--- src/rtl/crc32_job_scheduler.sv ---
// FIFO-fed job scheduler around a single CRC32 calculator: issues buffered words one at a time,
// captures each result with its source word and sequence tag, and aborts jobs that never finish.
module crc32_job_scheduler #(
  parameter int FIFO_AW = 3,
  parameter int TIMEOUT = 64,
  parameter int TAG_W   = 8
) (
  input  logic               clk,
  input  logic               rst_n,
  input  logic [31:0]        in_data,
  input  logic               in_valid,
  output logic               in_ready,
  input  logic               flush,
  output logic [31:0]        crc_data_in,
  output logic               crc_start,
  output logic               crc_data_valid,
  input  logic               crc_ready,
  input  logic               crc_done,
  input  logic [31:0]        crc_result,
  output logic [31:0]        res_crc,
  output logic [31:0]        res_data,
  output logic [TAG_W-1:0]   res_tag,
  output logic               res_err,
  output logic               res_valid,
  input  logic               res_ready,
  output logic [FIFO_AW:0]   fifo_level,
  output logic               busy,
  output logic               timeout_flag,
  input  logic               err_clr
);

  localparam int DEPTH = 1 << FIFO_AW;
  localparam int WD_W  = (TIMEOUT > 1) ? $clog2(TIMEOUT) : 1;
  localparam logic [FIFO_AW:0] DEPTH_L   = (FIFO_AW+1)'(DEPTH);
  localparam logic [FIFO_AW:0] LEVEL_ONE = (FIFO_AW+1)'(1);
  localparam logic [WD_W-1:0]  WD_LAST   = WD_W'(TIMEOUT - 1);
  localparam logic [WD_W-1:0]  WD_ONE    = WD_W'(1);

  typedef enum logic [1:0] {
    IDLE  = 2'd0,
    ISSUE = 2'd1,
    WAIT  = 2'd2
  } state_t;

  state_t               state_r;
  logic [31:0]          mem_r [DEPTH];
  logic [FIFO_AW-1:0]   wr_ptr_r;
  logic [FIFO_AW-1:0]   rd_ptr_r;
  logic [FIFO_AW:0]     level_r;
  logic [WD_W-1:0]      wd_r;
  logic [TAG_W-1:0]     tag_r;
  logic [31:0]          job_r;

  logic wr_en_s;
  logic issue_s;
  logic load_s;
  logic load_err_s;
  logic timeout_s;

  assign in_ready    = (level_r != DEPTH_L);
  assign fifo_level  = level_r;
  assign busy        = (state_r != IDLE);
  assign crc_data_in = job_r;

  // A flush discards any simultaneous write and suppresses the pop in the same cycle.
  assign wr_en_s = in_valid && in_ready && !flush;
  assign issue_s = (state_r == IDLE) && !flush && (level_r != {(FIFO_AW+1){1'b0}}) &&
                   crc_ready && (!res_valid || res_ready);

  // Decide whether the result slot is loaded this cycle, and with what kind of result.
  always_comb begin
    load_s     = 1'b0;
    load_err_s = 1'b0;
    timeout_s  = 1'b0;
    case (state_r)
      ISSUE: begin
        if (flush) begin
          load_s     = 1'b1;
          load_err_s = 1'b1;
        end else begin
          load_s     = 1'b0;
        end
      end
      WAIT: begin
        if (flush) begin
          load_s     = 1'b1;
          load_err_s = 1'b1;
        end else if (crc_done) begin
          load_s     = 1'b1;
        end else if (wd_r == WD_LAST) begin
          load_s     = 1'b1;
          load_err_s = 1'b1;
          timeout_s  = 1'b1;
        end else begin
          load_s     = 1'b0;
        end
      end
      default: begin
        load_s     = 1'b0;
      end
    endcase
  end

  // FIFO storage; contents need no reset because the level gates every read.
  always_ff @(posedge clk) begin
    if (wr_en_s) begin
      mem_r[wr_ptr_r] <= in_data;
    end
  end

  // FIFO pointers and occupancy.
  always_ff @(posedge clk or negedge rst_n) begin
    if (!rst_n) begin
      wr_ptr_r <= {FIFO_AW{1'b0}};
      rd_ptr_r <= {FIFO_AW{1'b0}};
      level_r  <= {(FIFO_AW+1){1'b0}};
    end else if (flush) begin
      wr_ptr_r <= {FIFO_AW{1'b0}};
      rd_ptr_r <= {FIFO_AW{1'b0}};
      level_r  <= {(FIFO_AW+1){1'b0}};
    end else begin
      if (wr_en_s) wr_ptr_r <= wr_ptr_r + FIFO_AW'(1);
      if (issue_s) rd_ptr_r <= rd_ptr_r + FIFO_AW'(1);
      case ({wr_en_s, issue_s})
        2'b10:   level_r <= level_r + LEVEL_ONE;
        2'b01:   level_r <= level_r - LEVEL_ONE;
        default: level_r <= level_r;
      endcase
    end
  end

  // Job sequencing: pop into the job register, one-cycle start strobe, then watchdog-guarded wait.
  always_ff @(posedge clk or negedge rst_n) begin
    if (!rst_n) begin
      state_r        <= IDLE;
      wd_r           <= {WD_W{1'b0}};
      job_r          <= 32'h0000_0000;
      crc_start      <= 1'b0;
      crc_data_valid <= 1'b0;
    end else begin
      crc_start      <= 1'b0;
      crc_data_valid <= 1'b0;
      case (state_r)
        IDLE: begin
          if (issue_s) begin
            state_r        <= ISSUE;
            job_r          <= mem_r[rd_ptr_r];
            crc_start      <= 1'b1;
            crc_data_valid <= 1'b1;
          end
        end
        ISSUE: begin
          wd_r    <= {WD_W{1'b0}};
          state_r <= flush ? IDLE : WAIT;
        end
        WAIT: begin
          if (load_s) state_r <= IDLE;
          else        wd_r    <= wd_r + WD_ONE;
        end
        default: state_r <= IDLE;
      endcase
    end
  end

  // Result slot and sequence tag; a load in the same cycle as a consume keeps the slot full.
  always_ff @(posedge clk or negedge rst_n) begin
    if (!rst_n) begin
      res_valid <= 1'b0;
      res_crc   <= 32'h0000_0000;
      res_data  <= 32'h0000_0000;
      res_tag   <= {TAG_W{1'b0}};
      res_err   <= 1'b0;
      tag_r     <= {TAG_W{1'b0}};
    end else if (load_s) begin
      res_valid <= 1'b1;
      res_crc   <= load_err_s ? 32'h0000_0000 : crc_result;
      res_data  <= job_r;
      res_tag   <= tag_r;
      res_err   <= load_err_s;
      tag_r     <= tag_r + TAG_W'(1);
    end else if (res_valid && res_ready) begin
      res_valid <= 1'b0;
    end
  end

  // Sticky timeout indication; a new timeout outranks a simultaneous clear.
  always_ff @(posedge clk or negedge rst_n) begin
    if (!rst_n) begin
      timeout_flag <= 1'b0;
    end else if (timeout_s) begin
      timeout_flag <= 1'b1;
    end else if (err_clr) begin
      timeout_flag <= 1'b0;
    end
  end

endmodule

--- config.mk ---
export PLATFORM = sky130hd
export DESIGN_NAME = crc32_job_scheduler
export DESIGN_NICKNAME = d
export VERILOG_FILES = /design/src/rtl/crc32_job_scheduler.sv
export SDC_FILE = /design/constraint.sdc
export NUM_CORES = 1
export LEC_CHECK = 0
export ABC_AREA = 1
export BUFFER_PORTS_ARGS = -buffer_cell sky130_fd_sc_hd__buf_2
export CELL_PAD_IN_SITES_DETAIL_PLACEMENT = 1
export CELL_PAD_IN_SITES_GLOBAL_PLACEMENT = 2
export CORE_MARGIN = 8
export CORE_UTILIZATION = 35
export CTS_BUF_LIST = sky130_fd_sc_hd__clkbuf_4 sky130_fd_sc_hd__clkbuf_8 sky130_fd_sc_hd__clkbuf_16
export DETAILED_ROUTE_END_ITERATION = 10
export GPL_TIMING_DRIVEN = 1
export HOLD_SLACK_MARGIN = 0.02
export PLACE_DENSITY_LB_ADDON = 0.08
export SYNTH_ARGS = -nofsm -noshare
export SYNTH_HDL_FRONTEND = slang
export SYNTH_SLANG_ARGS = --single-unit
--- constraint.sdc ---
create_clock -name clk -period 3.05 [get_ports clk]
set_clock_uncertainty 0.15 [all_clocks]
set_input_delay 0.61 -clock clk [delete_from_list [all_inputs] [get_ports clk]]
set_output_delay 0.61 -clock clk [all_outputs]
set_load 0.02 [all_outputs]
==> metrics.md, run 1 <==
| Metric | Value |
|---|---|
| CP peak stage delay | `420 ps` |
| Port bufs | `186` |
| Peak VDD IR | `0.426 mV` |
| Die Y | `226 um` |
| Max-slew headroom | `0.557` |
| GRT Residual Overflow | `0` |
| Worst EP required | `3150 ps` |
| Via count | `10302` |
| Hold Crit Class | `in -> reg` |
| Delay-heaviest family, CP | `simple AND/OR/NAND/NOR gates` |
| Final hold viol count | `0` |
| CTS tree | `done` |
| Die Wd | `226 um` |
| First drt pass iteration count | `6` |
| Pwr Total | `17.0 mW` |
| Crit path time final | `2360 ps` |
| Mapped Area | `0.0154 sq mm` |
| WHS | `88.6 ps` |
| Drt drc | `0` |
| Total of max-cap violations | `0` |
| RSZ-0062 raised after global routing | `false` |
| Largest net degree at the start of global routing | `53` |
| Yosys Warn Count | `0` |
| Critical path cell sequence | `inv_1, nor2_1, nand2_1, nand2_1, nor2_1, nand2_1, nor2_4, buf_12` |
| Clk pin slew, worst setup/hold paths | `60 ps` |
| Post-detailed-route count of antenna-violating nets | `0` |
| Critical Path Source Type | `register` |
| GPL Wtd Cong | `0.762` |
| First-pass GRT wire length | `68300 um` |
| Ys async rst share | `0.344` |
| Share of layout cells above drive strength 1 | `0.231` |
| Row count | `77` |
| Worst setup path category | `reg -> reg` |
| Core area | `0.0438 sq mm` |
| Layout Nets | `1529` |
| Most frequent cells after synthesis | `edfxtp_1 (256), nand2_1 (192), o21ai_0 (181)` |
| Outcome | `complete, no violations` |
| # resized after CTS | `0` |
| Vias/cell | `4.97` |
| Initial antenna violation count | `3` |
| Library cells used by synthesis | `40` |
| Seq/Total Area, Yosys | `0.717` |
| Area after DPL | `0.0171 sq mm` |
| Primary FF master, synth | `edfxtp_1` |
| Clock sink count | `390` |
| Critical path endpoint category | `register` |
| Starting Density | `0.351` |
| Period utilization | `0.774` |
| Final core occ | `0.425` |
| CTS buffer count | `45` |
| CTS Root Cell | `clkbuf_16` |
| Layout Cell Area excl Fill | `0.0187 sq mm` |
| Hpwl dp | `28300 um` |
| Synth area leaders | `edfxtp_1 (50%), dfrtp_1 (22%), o21ai_0 (5.9%), nand2_1 (4.7%), nor2_1 (3.6%)` |
| Post-Syn Nets | `1335` |
| Gr usage total | `0.176` |
| EDFF count, synth | `256` |
| Total wire length | `44900 um` |
| Cell type with the largest total area after synthesis | `edfxtp_1` |
| Critical path fanouts, max | `32` |
| Fmax | `424 MHz` |
| Setup TNS | `0 ps` |
| P_leak | `7.54 nW` |
| Most common cell in the netlist | `edfxtp_1` |
| Area grow syn2layout | `21.2%` |
| DR WL/cell | `21.7 um` |
| CP bufs+invs | `2` |
| Vias in the first global route | `10722` |
| IO Pins | `187` |
| Worst Max-Slew Pin Slew | `657 ps` |
| Power per cell area | `910 mW/mm^2` |
| Die area | `0.0509 sq mm` |
| Finish-stage setup viols | `0` |
| Yosys top cell area share | `0.499` |
| CP most frequent cell | `nand2_1` |
| Max Buffers Root-to-Sink | `3` |
| Final Slew Violations | `0` |
| Cell count after synthesis | `1253` |
| Flop and latch count out of synthesis | `390` |
| # diodes | `0` |
| Starting DRC count in detailed routing | `460` |
| Clock Latency Late Sink | `560 ps` |
| Critical path arrival | `2460 ps` |
| Slowest stage cell on the critical path | `dfrtp_1` |
| Max H-tree Level | `2` |
| Syn avg cell area | `12.3 sq um` |
cell type report:
cell class / instances / area [sq um]
fill: 4647 / 25200
timing repair buffer: 222 / 1370
clock buffer: 69 / 1370
multi-input combinational: 715 / 3700
clock inverter: 13 / 150
tap: 592 / 741
inverter: 73 / 278
sequential: 390 / 11000
cells by family after synthesis:
group / after synthesis / share of synthesized area
XOR/XNOR: 10 / 0.00569
AO/OA/AOI/OAI: 306 / 0.118
AND/OR/NAND/NOR: 389 / 0.104
buffers and inverters: 148 / 0.0465
flip-flops: 390 / 0.717
adder cells (fa/ha/maj): 10 / 0.00813
timing repair:
item / CTS / global route
setup buffers: 0 / 0
hold endpoints to repair: 41 / 0
hold buffers: 1 / 0
metal layers:
| metal | GRT usage | wire length [um] | up-vias |
|---|---|---|---|
| met3 | 0.0360 | 2980 | 59 |
| met2 | 0.270 | 19700 | 251 |
| met1 | 0.253 | 21500 | 5180 |
| met5 | 0 | 0 | - |
| met4 | 0.0468 | 746 | 0 |
| li1 | - | - | 4812 |
stage by stage:
| stage | worst slack [ps] | cells |
|---|---|---|
| 4_1_cts | 657 | 2074 |
| 3_3_place_gp | 611 | 1991 |
| 5_1_grt | 480 | 2074 |
| 3_5_place_dp | 608 | 1991 |
| 2_1_floorplan | -165 | 1253 |
| 6_report | 690 | 2074 |
worst paths after layout:
check | slack (ps) | startpoint | endpoint | depth (start not counted)
worst max-delay path | 690 | fifo_level[3] | mem_r[0][12] | 8
worst min-delay path | 90 | crc_result[14] | res_crc[14] | 3
worst max register to register | 690 | fifo_level[3] | mem_r[0][12] | 8
worst min register to register | 320 | res_crc[6] | res_crc[6] | 2
max in group asynchronous | 1550 | rst_n | res_crc[22] | 3
min in group asynchronous | 420 | rst_n | fifo_level[2] | 2
worst reg2reg max path, cell delays in order, from the launching register on:
cell	delay, ps
dfrtp_1	420
inv_1	110
nor2_1	50
nand2_1	140
nand2_1	200
nor2_1	210
nand2_1	280
nor2_4	190
buf_12	270
placed cells by master, fill, tap and decap left out, types with 7 or more instances in the layout:
cell type / n
edfxtp_1: 256
nand2_1: 192
buf_2: 185
o21ai_0: 181
nor2_1: 140
dfrtp_1: 133
inv_1: 65
clkbuf_16: 46
o221ai_1: 44
nand3_1: 24
o21ai_1: 23
buf_4: 22
o22ai_1: 21
o211ai_1: 20
clkbuf_4: 16
nor2_4: 13
buf_12: 13
ha_1: 10
nand2_2: 8
clkinv_2: 8
o21ai_2: 8
xor2_1: 7
clkbuf_8: 7
sequential cells by signal, summed over array words and instances (netlist names):
name	count
rd_ptr_r	3
state_r	2
res_err	1
res_crc	32
wr_ptr_r	3
fifo_level	4
wd_r	6
timeout_flag	1
res_tag	8
tag_r	8
res_valid	1
mem_r	256
crc_data_valid	1
crc_data_in	32
res_data	32
where the power goes:
| part | switching [mW] | internal, mW | leakage [nW] |
|---|---|---|---|
| Sequential | 0.548 | 6.50 | 4.00 |
| Combinational | 3.16 | 1.33 | 2.77 |
| Clock | 2.10 | 3.34 | 0.764 |
| Total | 5.81 | 11.2 | 7.54 |
No activity file was read; power rests on OpenSTA's default activity.
==> run 2: changes to the inputs <==
- clock period: 3.05 -> 2 ns (I/O delays scaled with it)
==> run 2 against run 1 <==
The run now ends with setup timing left. Clock power increased by 50%. Fmax grew 16%. Highest routed layer unchanged. Register-to-register slack got worse by 730 ps. Critical endpoint is now mem_r[4][30]. Core utilization up 4.8 points.
==> metrics.md, run 2 (synthesized netlist as in run 1, its figures left out) <==
| Metric | Value |
|---|---|
| Period utilization | `1.02 (+0.245)` |
| DR WL/cell | `22.1 um (+1.9%)` |
| Largest net degree at the start of global routing | `54 (+1.9%)` |
| Critical Path Source Type | `register` |
| Reg-to-reg startpoint | `fifo_level[3]` |
| Gr usage total | `0.182 (+0.00571)` |
| Dpl cells | `2039 (+2.4%)` |
| Die Wd | `226 um (unchanged)` |
| Fmax | `491 MHz (+16%)` |
| WHS | `65.2 ps (-23.4 ps)` |
| Clock sink count | `390 (unchanged)` |
| Final core occ | `0.473 (+0.0476)` |
| CTS buffer count | `43 (-4.4%)` |
| Finish-stage setup viols | `21 (+21)` |
| First-pass GRT wire length | `71400 um (+4.6%)` |
| # diodes | `0 (unchanged)` |
| End of the worst hold path | `wr_ptr_r[2]` |
| Outcome | `finished with violations` |
| Initial antenna violation count | `1 (-2)` |
| Worst Hold Launch | `in_valid` |
| CTS tree | `done` |
| GPL Wtd Cong | `0.783 (+2.8%)` |
| Vias in the first global route | `11491 (+7.2%)` |
| Vias/cell | `4.92 (-0.98%)` |
| Failing checks | `setup timing` |
| Pwr Total | `26.9 mW (+58%)` |
| Filler cells | `4630 (-0.37%)` |
| First drt pass iteration count | `4 (-2)` |
| R2R setup slack | `-40 ps (-730 ps)` |
| GRT Residual Overflow | `0 (unchanged)` |
| Max-slew headroom | `0.658 (+0.101)` |
| Die area | `0.0509 sq mm (unchanged)` |
| Hpwl dp | `29200 um (+3.2%)` |
| Clock Latency Late Sink | `570 ps (about the same)` |
| Final Slew Violations | `0 (unchanged)` |
| Worst Setup Slack, final | `-37.9 ps (-728 ps)` |
| Max H-tree Level | `2 (unchanged)` |
| Crit path time final | `2040 ps (-322 ps)` |
| Max Buffers Root-to-Sink | `3 (unchanged)` |
| Total wire length | `49200 um (+9.4%)` |
| Share of layout cells above drive strength 1 | `0.285 (+0.0534)` |
| P_leak | `8.44 nW (+12%)` |
| Clk pin slew, worst setup/hold paths | `60 ps (about the same)` |
| Power per cell area | `1300 mW/mm^2 (+42%)` |
| CTS Root Cell | `clkbuf_16` |
| Most frequent cells in the layout | `edfxtp_1 (256), buf_2 (183), nand2_1 (180), o21ai_0 (176), nor2_1 (137)` |
| Most common cell after layout, fill and taps aside | `edfxtp_1` |
| Core area | `0.0438 sq mm (unchanged)` |
| Largest register FFs | `256 (unchanged)` |
| Register-to-Register Path Depth | `9 (+1)` |
| Reg-to-Reg End | `mem_r[4][30]` |
| Peak VDD IR | `0.551 mV (+29%)` |
| Worst Max-Slew Pin Slew | `510 ps (-147 ps)` |
| Starting Density | `0.351 (unchanged)` |
| Hold Crit Class | `in -> reg` |
| Layout Nets | `1684 (+10%)` |
| Critical path arrival | `2170 ps (-290 ps)` |
| Worst setup path category | `reg -> reg` |
| Post-detailed-route count of antenna-violating nets | `0 (unchanged)` |
| Row count | `77 (unchanged)` |
| Critical path endpoint category | `register` |
| Starting DRC count in detailed routing | `585 (+27%)` |
| RSZ-0062 raised after global routing | `true` |
| IO Pins | `187 (unchanged)` |
| Port bufs | `186 (unchanged)` |
| Total of max-cap violations | `0 (unchanged)` |
| Register bank with the most flops | `mem_r` |
| Area grow syn2layout | `34.7%` |
| Via count | `10959 (+6.4%)` |
| Final hold viol count | `0 (unchanged)` |
| Die Y | `226 um (unchanged)` |
| Finished Layout Cells | `2228 (+7.4%)` |
| Drt drc | `0 (unchanged)` |
| Hold Path Depth | `3 (unchanged)` |
| Critical path fanouts, max | `8 (-75%)` |
| Worst EP required | `2130 ps (-1020 ps)` |
==> run 2: cell types whose count changed in the layout (fill, tap and decap cells not counted), sizes merged <==
cell | previous run | this run
bufinv | 3 | 4
inv | 69 | 70
clkinv | 13 | 18
dlygate4sd3 | 1 | 67
buf | 221 | 298
clkbuf | 69 | 73
==> run 2: stage by stage <==
stage / setup TNS, ps / area [sq um] / worst slack (ps)
2_1_floorplan: -42670 / 15500 / -184
3_3_place_gp: -756 / 17600 / -115
3_5_place_dp: -1630 / 17600 / -146
4_1_cts: -169 / 20000 / -40.8
5_1_grt: -10290 / 20700 / -116
6_report: -330 / 20700 / -37.9
==> run 2: final cells by class <==
class | instances | area [sq um] | share of cell area
timing repair buffer | 379 | 3330 | 0.161
inverter | 73 | 287 | 0.0138
multi-input combinational | 715 | 3870 | 0.187
tap | 592 | 741 | 0.0357
clock buffer | 59 | 1250 | 0.0602
sequential | 390 | 11000 | 0.533
clock inverter | 20 | 209 | 0.0101
==> run 2: how the worst max path moves through the flow <==
| stage | start | endpoint | depth (start not counted) |
|---|---|---|---|
| floorplan | fifo_level[3] | mem_r[0][0] | 7 |
| global placement | state_r[0] | crc_data_in[27] | 10 |
| detailed placement | state_r[0] | crc_data_in[27] | 10 |
| CTS | state_r[1] | fifo_level[3] | 15 |
| global route | fifo_level[3] | mem_r[4][8] | 9 |
| finish | fifo_level[3] | mem_r[4][30] | 9 |
==> run 2: critical path, stage by stage, from the launching register on <==
cell and delay, ps:
dfrtp_2 410, inv_2 90, nor2_2 40, nand2_2 100, nand2_4 100, nor2_4 190
nand2_4 150, nor2_4 160, buf_12 160, clkbuf_16 190
==> run 2: power by group <==
part | total (mW) | internal (mW) | leakage [nW] | switching [mW]
combinational | 8.12 | 2.94 | 3.71 | 5.17
sequential | 10.6 | 9.91 | 4.00 | 0.721
clock | 8.14 | 4.90 | 0.731 | 3.23
total | 26.9 | 17.8 | 8.44 | 9.13
==> run 2: layer usage <==
layer	GRT usage	up-vias	routed length [um]
met4	0.0532	0	938
met2	0.296	258	23100
met5	0	-	0
li1	-	5138	-
met3	0.0280	62	2280
met1	0.250	5501	22800
==> run 2: timing repair <==
| action | in CTS | in global routing |
|---|---|---|
| endpoints found under the hold margin | 424 | 0 |
| pin swaps | 18 | 21 |
| gates resized for setup | 28 | 50 |
| endpoints found under the setup margin | 27 | 322 |
| setup buffers | 6 | 16 |
| hold buffers | 67 | 0 |
| gates cloned | 2 | 19 |
